--- src/rtl/conv_stream_loader.sv ---
// Host byte-stream front-end for the conv accelerator: routes feature/weight
// elements to their RAM write ports, starts the core and waits for it to finish.
module conv_stream_loader #(
  parameter int DATA_W    = 8,
  parameter int IMG_H     = 8,
  parameter int IMG_W     = 8,
  parameter int IN_CH     = 1,
  parameter int WGT_DEPTH = 54,
  parameter int DADDR_W   = 6,
  parameter int WADDR_W   = 6
) (
  input  logic               clk,
  input  logic               rst,
  input  logic               ram_en,
  input  logic               mode,
  input  logic [DATA_W-1:0]  din,
  output logic               data_we,
  output logic [DADDR_W-1:0] data_addr,
  output logic [DATA_W-1:0]  data_wdata,
  output logic               wgt_we,
  output logic [WADDR_W-1:0] wgt_addr,
  output logic [DATA_W-1:0]  wgt_wdata,
  output logic               core_start,
  input  logic               core_done,
  output logic               busy,
  output logic               err
);

  localparam int DATA_DEPTH = IMG_H * IMG_W * IN_CH;
  localparam logic [DADDR_W-1:0] DLAST = DADDR_W'(DATA_DEPTH - 1);
  localparam logic [WADDR_W-1:0] WLAST = WADDR_W'(WGT_DEPTH - 1);

  typedef enum logic [1:0] {LOAD_DATA, LOAD_WGT, START, WAIT_CORE} state_t;

  state_t state, state_nxt;
  logic [DADDR_W-1:0] dcnt;
  logic [WADDR_W-1:0] wcnt;
  logic d_acc, w_acc, bad, d_last, w_last;
  logic start_d, busy_d;

  // Classify the current stream element against the load phase.
  always_comb begin
    d_acc = 1'b0;
    w_acc = 1'b0;
    bad   = 1'b0;
    case (state)
      LOAD_DATA: begin
        d_acc = ram_en & ~mode;
        bad   = ram_en & mode;
      end
      LOAD_WGT: begin
        w_acc = ram_en & mode;
        bad   = ram_en & ~mode;
      end
      default: bad = ram_en;
    endcase
  end

  assign d_last = d_acc && (dcnt == DLAST);
  assign w_last = w_acc && (wcnt == WLAST);

  always_ff @(posedge clk) begin
    if (rst) state <= LOAD_DATA;
    else     state <= state_nxt;
  end

  always_comb begin
    state_nxt = state;
    case (state)
      LOAD_DATA: if (d_last) state_nxt = LOAD_WGT;
      LOAD_WGT:  if (w_last) state_nxt = START;
      START:     state_nxt = WAIT_CORE;
      WAIT_CORE: if (core_done) state_nxt = LOAD_DATA;
      default:   state_nxt = LOAD_DATA;
    endcase
  end

  // Handshake outputs are registered, so core_start lands the cycle after the last weight write.
  always_comb begin
    start_d = (state == START);
    busy_d  = (state == START) || ((state == WAIT_CORE) && !core_done);
  end

  always_ff @(posedge clk) begin
    if (rst) begin
      dcnt       <= '0;
      wcnt       <= '0;
      data_we    <= 1'b0;
      data_addr  <= '0;
      data_wdata <= '0;
      wgt_we     <= 1'b0;
      wgt_addr   <= '0;
      wgt_wdata  <= '0;
      core_start <= 1'b0;
      busy       <= 1'b0;
      err        <= 1'b0;
    end else begin
      data_we    <= d_acc;
      wgt_we     <= w_acc;
      core_start <= start_d;
      busy       <= busy_d;
      err        <= err | bad;
      if (d_acc) begin
        data_addr  <= dcnt;
        data_wdata <= din;
        dcnt       <= d_last ? '0 : dcnt + DADDR_W'(1);
      end
      if (w_acc) begin
        wgt_addr  <= wcnt;
        wgt_wdata <= din;
        wcnt      <= w_last ? '0 : wcnt + WADDR_W'(1);
      end
      if (state == WAIT_CORE && core_done) begin
        dcnt <= '0;
        wcnt <= '0;
      end
    end
  end

endmodule

--- config.mk ---
export PLATFORM = sky130hd
export DESIGN_NAME = conv_stream_loader
export DESIGN_NICKNAME = d
export VERILOG_FILES = /design/src/rtl/conv_stream_loader.sv
export SDC_FILE = /design/constraint.sdc
export NUM_CORES = 1
export LEC_CHECK = 0
export CAP_MARGIN = 15
export CORE_MARGIN = 2
export CORE_UTILIZATION = 52
export CTS_CLUSTER_DIAMETER = 150
export DETAILED_ROUTE_END_ITERATION = 7
export PLACE_DENSITY_LB_ADDON = 0.08
export SLEW_MARGIN = 20
export SYNTH_ARGS = -nofsm -noshare
export SYNTH_HDL_FRONTEND = slang
export SYNTH_SLANG_ARGS = --single-unit
--- constraint.sdc ---
create_clock -name clk -period 3 [get_ports clk]
set_clock_uncertainty 0.05 [all_clocks]
set_input_delay 0.3 -clock clk [delete_from_list [all_inputs] [get_ports clk]]
set_output_delay 0.3 -clock clk [all_outputs]
set_load 0.03 [all_outputs]
==> run summary, run 1 <==
========================================================================================
Outcome ................................................................... complete, no violations
Cell count after placement ................................................          307
Post-layout min period ....................................................      1900 ps
Starting density of the core ..............................................        54.8%
Switching Share ...........................................................        22.6%
Number of remaining DRC errors ............................................            0
Pint ......................................................................     0.838 mW
Biggest area consumer among synthesized cells .............................      dfxtp_1
Count of mapped cells out of synthesis ....................................          225
Overall global routing resource usage .....................................        20.3%
Critical path start-end classification .................................... register to register
Number of different library cells in the post-synthesis netlist ...........           30
Count of routing violations after the opening detailed-route iteration ....           65
Placer Congestion .........................................................        0.785
Share of power burned in registers ........................................        58.9%
Final core utilization ....................................................        70.9%
Launching element of the worst setup path .................................     state[1]
Type of the worst min-delay path .......................................... register to register
Area of the multi-input gates .............................................      855 µm²
Clock Pin Slew Worst Setup and Hold Paths .................................       130 ps
# clock sinks .............................................................           47
Largest vdd supply drop ...................................................   0.000338 V
Wire length of the first global-routing pass ..............................      6520 µm
Post-CTS setup repair buffer count ........................................            0
Hold Violations, Final ....................................................            0
Setup crit end kind .......................................................     register
Proportion of power drawn by the clock network ............................        33.7%
Sum of negative setup slack ...............................................         0 ps
Portion of the clock cycle consumed by the worst path in the final layout .        63.3%
Number of standard-cell rows in the floorplan .............................           21
Number of input and output port buffers inserted ..........................           45
Fmax ......................................................................    0.526 GHz
Pwr dens ..................................................................   450 nW/µm²
Number of gates resized after cts .........................................            0
Slew Limit Fails ..........................................................            0
Hold bufs inserted after CTS ..............................................            0
Maximum buffer depth of the clock tree ....................................            2
Average vias per placed instance ..........................................         5.13
Share of power burned in combinational logic ..............................         7.4%
Design area ...............................................................     2400 µm²
NetSw .....................................................................     0.245 mW
Area share of the largest cell type after synthesis .......................        50.7%
Max_cap viols .............................................................            0
Post-placement setup slack ................................................       885 ps
Vias in the first global route ............................................         1467
Proportion of synthesized chip area in sequential cells ...................        50.7%
Post-detailed-route wirelength per cell ...................................      12.1 µm
Remaining max-slew budget at the tightest pin .............................        55.4%
Setup slack after layout ..................................................      1100 ps
Reported leakage power ....................................................     0.848 nW
DRT antenna net count .....................................................            0
Number of synthesized register bits .......................................           47
Core area .................................................................     3390 µm²
Mean instance size in the synthesized netlist .............................     8.25 µm²
Destination of the worst register-to-register timing path .................      wcnt[4]
Cell area after technology mapping ........................................     1860 µm²
Register-to-register path setup slack .....................................      1100 ps
Startpoint of the worst register-to-register path .........................     state[1]
Final non-filler cell total ...............................................          314
Signed area change from the synthesized netlist to the final layout .......        29.5%
Actual transition at the worst max-transition pin .........................       670 ps
Die outline width .........................................................      63.8 µm
Htree depth ...............................................................            2
Worst EP arrival ..........................................................      2120 ps
Startpoint type of the worst setup path ...................................     register
Worst setup endpoint ......................................................      wcnt[4]
Master cell of the clock root buffer ......................................     clkbuf_4
Total die area ............................................................     4060 µm²
Fill cell count ...........................................................          293
Detail Placement HPWL .....................................................      2690 µm
Number of nets in the synthesized netlist .................................          245
Via count .................................................................         1611
Detailed-router iteration count before antenna repair .....................            6
Power consumption .........................................................      1.08 mW
Die Y-Extent ..............................................................      63.8 µm
Min Hold Slack ............................................................       410 ps
Final number of setup-violating endpoints .................................            0
Worst reg2reg path depth ..................................................            6
Clock tree from TritonCTS .................................................         done
Total placed instance area ................................................     2330 µm²
Count of warnings emitted by yosys ........................................            0
Antenna violations before repair ..........................................            0
Total overflow reported by the global router ..............................            0
Total detailed-routing wirelength .........................................      3800 µm
Maximum number of pins on one net before global-route repair ..............           23
Sequential Area ...........................................................      941 µm²
RSZ-0062 raised after global routing ......................................        false
ANT cells .................................................................            0
Required time of the worst setup path .....................................      3220 ps
Number of top-level pins ..................................................           46
Layout cells sized above 1 ................................................        3.73%
Number of buffers created by CTS ..........................................            5
Latest clock arrival within the worst-skew pair ...........................       360 ps
Dominant cells by area after synthesis .................................... dfxtp_1 51%, nand2_1 14%, a21oi_1 8.9%, ha_1 4.7%, nor2_1 3.2%
Highest fanout seen on the critical path ..................................           19
Number of nets at the end of the flow .....................................          288
========================================================================================
==> sequential cells by signal (all words and copies together) (netlist names) <==
| name | count |
|---|---|
| busy | 1 |
| data_addr | 6 |
| err | 1 |
| wgt_wdata | 8 |
| wgt_addr | 6 |
| state | 2 |
| wgt_we | 1 |
| dcnt | 6 |
| data_we | 1 |
| core_start | 1 |
| wcnt | 6 |
| data_wdata | 8 |
==> area by class of cell <==
type	instances	area share [%]
clock inverter	2	1.56
sequential	47	39.1
tap	46	2.39
multi-input combinational	164	35.5
inverter	3	0.468
clock buffer	5	1.56
timing repair buffer	47	19.4
==> worst min path at each step <==
stage                              from       endpoint  slack (ps)  cells after the start
after global placement    data_wdata[1]  data_wdata[1]         390                      2
after floorplan                  din[0]  data_wdata[0]         390                      2
after detailed placement   wgt_wdata[7]   wgt_wdata[7]         400                      2
after CTS                  wgt_wdata[7]   wgt_wdata[7]         410                      2
after global routing       wgt_wdata[7]   wgt_wdata[7]         440                      2
final                      data_addr[1]   data_addr[1]         410                      2
==> per-layer routing <==
metal	routed length (µm)	part of all wire (%)	track usage, %
met4	59	1.6	7.34
met2	1740	46	33.6
met1	1820	48	26.2
met5	0	0	0
met3	186	4.9	4.23
==> placed cells by master (no fill, tap or decap), types with 2 or more instances in the layout <==
cell type / count
nand4_1: 5
nand2_1: 67
xnor2_1: 2
or3_1: 2
nand3_1: 2
dfxtp_1: 47
and3_1: 3
nor3_1: 2
nand3b_1: 3
clkdlybuf4s50_1: 45
ha_1: 7
o31ai_1: 2
xor2_1: 6
inv_1: 3
nor2_1: 16
clkbuf_4: 5
buf_4: 2
a21oi_1: 33
nor2b_1: 3
a21o_1: 2
==> worst max-delay path: stages, from the launching register on <==
cell and delay [ps]:
dfxtp_1 360, inv_1 100, ha_1 240, and3_1 620, nand4_1 220, xor2_1 180
nor2_1 50
==> Yosys cell counts, drive strengths merged <==
library cell and count:
buf 6, a21oi 33, nor3 2, and3 3, a21o 2, o21ai 1
nand2b 1, nand4 5, nand2 67, nor2b 3, o21bai 1, nor2 16
xor2 6, inv 3, or2 1, xnor2 2, o31ai 2, nand3b 3
dfxtp 47, nand3 3, clkbuf 5, o21a 1, or3 2, ha 7
and3b 1, or3b 1, a31oi 1
==> kinds of logic after synthesis <==
kind of cell	after synthesis	synth area share (%)
flops	47	50.7
buf+inv	14	3.30
simple gates	108	25.6
xor+xnor	8	3.77
fa+ha+maj	7	4.72
compound gates	41	11.9
==> power groups by stage <==
stage / Combinational [mW] / Clock (mW) / Sequential, mW
floorplan: 0.0279 / 0 / 0.664
global placement: 0.0803 / 0 / 0.651
detailed placement: 0.0804 / 0 / 0.651
CTS: 0.0806 / 0.370 / 0.637
global route: 0.0876 / 0.395 / 0.639
finish: 0.0805 / 0.364 / 0.637
No activity file was read; power rests on OpenSTA's default activity.
==> run 2: changes to the inputs <==
CORE_UTILIZATION = 48   (was 52)
clock period = 1.8 ns   (was 3 ns; I/O delays follow)
==> run summary, run 2 (same netlist as run 1, synthesis figures left out) <==
========================================================================================
Outcome ................................................................... complete, no violations
RSZ-0062 raised after global routing ......................................        false
Largest vdd supply drop ...................................................   0.000558 V   +65%
Vias in the first global route ............................................         1568   +6.9%
Most common library cell in the layout ignoring fill and taps .............      nand2_1
Portion of the clock cycle consumed by the worst path in the final layout .        90.2%   +27 points
Number of nets at the end of the flow .....................................          297   +3.1%
Largest registers in the final layout ..................................... data_wdata x8, wgt_wdata x8
Die outline width .........................................................      66.2 µm   +3.8%
Worst reg2reg path depth ..................................................            7   +1
Max_cap viols .............................................................            0   unchanged
Setup slack after layout ..................................................       176 ps   -924 ps
Post-layout min period ....................................................      1620 ps   -276 ps
Detail Placement HPWL .....................................................      2890 µm   +7.3%
Slew Limit Fails ..........................................................            0   unchanged
Number of remaining DRC errors ............................................            0   unchanged
Highest fanout seen on the critical path ..................................           12   -7
Overall global routing resource usage .....................................        20.7%   +0.42 points
Setup crit end kind .......................................................     register
Launching element of the worst setup path .................................     state[1]
Clock Pin Slew Worst Setup and Hold Paths .................................        80 ps   -50 ps
Destination of the worst register-to-register timing path .................      dcnt[5]
Top delay family on crit path ............................................. simple AND/OR/NAND/NOR gates
Post-placement setup slack ................................................      82.0 ps   -803 ps
Total overflow reported by the global router ..............................            0   unchanged
Layout cells sized above 1 ................................................        7.58%   +3.8 points
Htree depth ...............................................................            2   unchanged
Maximum buffer depth of the clock tree ....................................            2   unchanged
Die Y-Extent ..............................................................      66.2 µm   +3.8%
Count of routing violations after the opening detailed-route iteration ....           93   +43%
Final core utilization ....................................................        68.1%   -2.8 points
Core area .................................................................     3690 µm²   +8.8%
Master cell of the clock root buffer ......................................     clkbuf_8
Total placed instance area ................................................     2400 µm²   +3.0%
Design area ...............................................................     2510 µm²   +4.5%
Critical path start-end classification .................................... register to register
Type of the worst min-delay path .......................................... primary input to register
Antenna violations before repair ..........................................            0   unchanged
Final number of setup-violating endpoints .................................            0   unchanged
Average vias per placed instance ..........................................         5.02   -2.2%
Worst EP arrival ..........................................................      1770 ps   -350 ps
Required time of the worst setup path .....................................      1950 ps   -1270 ps
Number of standard-cell rows in the floorplan .............................           22   +4.8%
Actual transition at the worst max-transition pin .........................       327 ps   -342 ps
Wire length of the first global-routing pass ..............................      6890 µm   +5.6%
Post-detailed-route wirelength per cell ...................................      12.1 µm   about the same
Buffers and inverters on the worst path ...................................            2   +1
Sum of negative setup slack ...............................................         0 ps   unchanged
Maximum number of pins on one net before global-route repair ..............           25   +8.7%
Startpoint type of the worst setup path ...................................     register
Post-CTS setup repair buffer count ........................................            0   unchanged
Worst setup endpoint ......................................................      dcnt[5]
# clock sinks .............................................................           47   unchanged
Latest clock arrival within the worst-skew pair ...........................       300 ps   -60 ps
Number of buffers created by CTS ..........................................            5   unchanged
Register-to-register path setup slack .....................................       180 ps   -920 ps
Number of top-level pins ..................................................           46   unchanged
Hold Violations, Final ....................................................            0   unchanged
Pwr dens ..................................................................   778 nW/µm²   +73%
Via count .................................................................         1631   +1.2%
Starting density of the core ..............................................        50.3%   -4.4 points
Highest cell delay on the worst timing path ...............................       330 ps   -290 ps
Crit path cell chain ...................................................... inv_1, ha_2, nand3b_1, buf_4, nor3_1, xnor2_1, nor2_1
ANT cells .................................................................            0   unchanged
Total detailed-routing wirelength .........................................      3930 µm   +3.5%
Number of stages on the worst setup path ..................................            7   +1
Clock tree from TritonCTS .................................................         done
Remaining max-slew budget at the tightest pin .............................        78.1%   +23 points
Power consumption .........................................................      1.96 mW   +81%
Placer Congestion .........................................................        0.775   -1.3%
Detailed-router iteration count before antenna repair .....................            4   -2
Number of input and output port buffers inserted ..........................           45   unchanged
Startpoint of the worst register-to-register path .........................     state[1]
Number of gates resized after cts .........................................            0   unchanged
Most frequent cells in the layout ......................................... 67 x nand2_1, 47 x dfxtp_1, 45 x clkdlybuf4s50_1
DRT antenna net count .....................................................            0   unchanged
Hold bufs inserted after CTS ..............................................            0   unchanged
Total die area ............................................................     4380 µm²   +7.8%
Fill cell count ...........................................................          321   +9.6%
Reported leakage power ....................................................     0.906 nW   +6.8%
Signed area change from the synthesized netlist to the final layout .......        35.4%
Critical Path Slowest Stage Cell ..........................................      dfxtp_1
Fmax ......................................................................    0.616 GHz   +17%
========================================================================================
## run 2: final cells by class
class / instances / area [µm²] / share of cell area (%)
clock buffer: 5 / 68.8 / 2.74
clock inverter: 2 / 37.5 / 1.49
inverter: 3 / 11.3 / 0.448
multi-input combinational: 164 / 862 / 34.3
sequential: 47 / 941 / 37.4
tap: 48 / 60.1 / 2.39
timing repair buffer: 56 / 533 / 21.2
## run 2: through the flow
step	hold slack [ps]	cells
2_1_floorplan	266	225
3_3_place_gp	393	318
3_5_place_dp	398	318
4_1_cts	395	325
5_1_grt	412	325
6_report	401	325
## run 2: layer usage
layer	wire, µm	vias up	track usage (%)
met3	225	5	6.81
met1	1910	741	26.6
met4	67	0	7.65
met2	1730	41	32.3
li1	-	844	-
met5	0	-	0
## run 2: power by group
group	total, mW	internal (mW)	leakage, nW	switching (mW)
clock	0.751	0.406	0.0502	0.345
combinational	0.144	0.0660	0.476	0.0778
sequential	1.06	1.05	0.380	0.00812
## run 2: how the worst min path moves through the flow
| stage | cells after the start | end | start |
|---|---|---|---|
| CTS | 3 | data_wdata[4] | din[4] |
| floorplan | 2 | data_wdata[0] | din[0] |
| finish | 3 | data_wdata[4] | din[4] |
| global route | 3 | data_wdata[4] | din[4] |
| global placement | 2 | data_wdata[6] | data_wdata[6] |
| detailed placement | 2 | wgt_wdata[4] | wgt_wdata[4] |
## run 2: worst reg2reg max path: cells and delay by family, from the launching register on
kind                       cells  cell delay [ps]
and+or+nand+nor                3              440
adders and majority gates      1              240
DFF                            1              330
xor gates and xnor gates       1              140
buffers and inverters          2              320
==> run 3: changes to the inputs <==
GPL_ROUTABILITY_DRIVEN = 0   (was default)
==> results of run 3 <==
Final layout, timing and power as in run 2 (identical DEF).
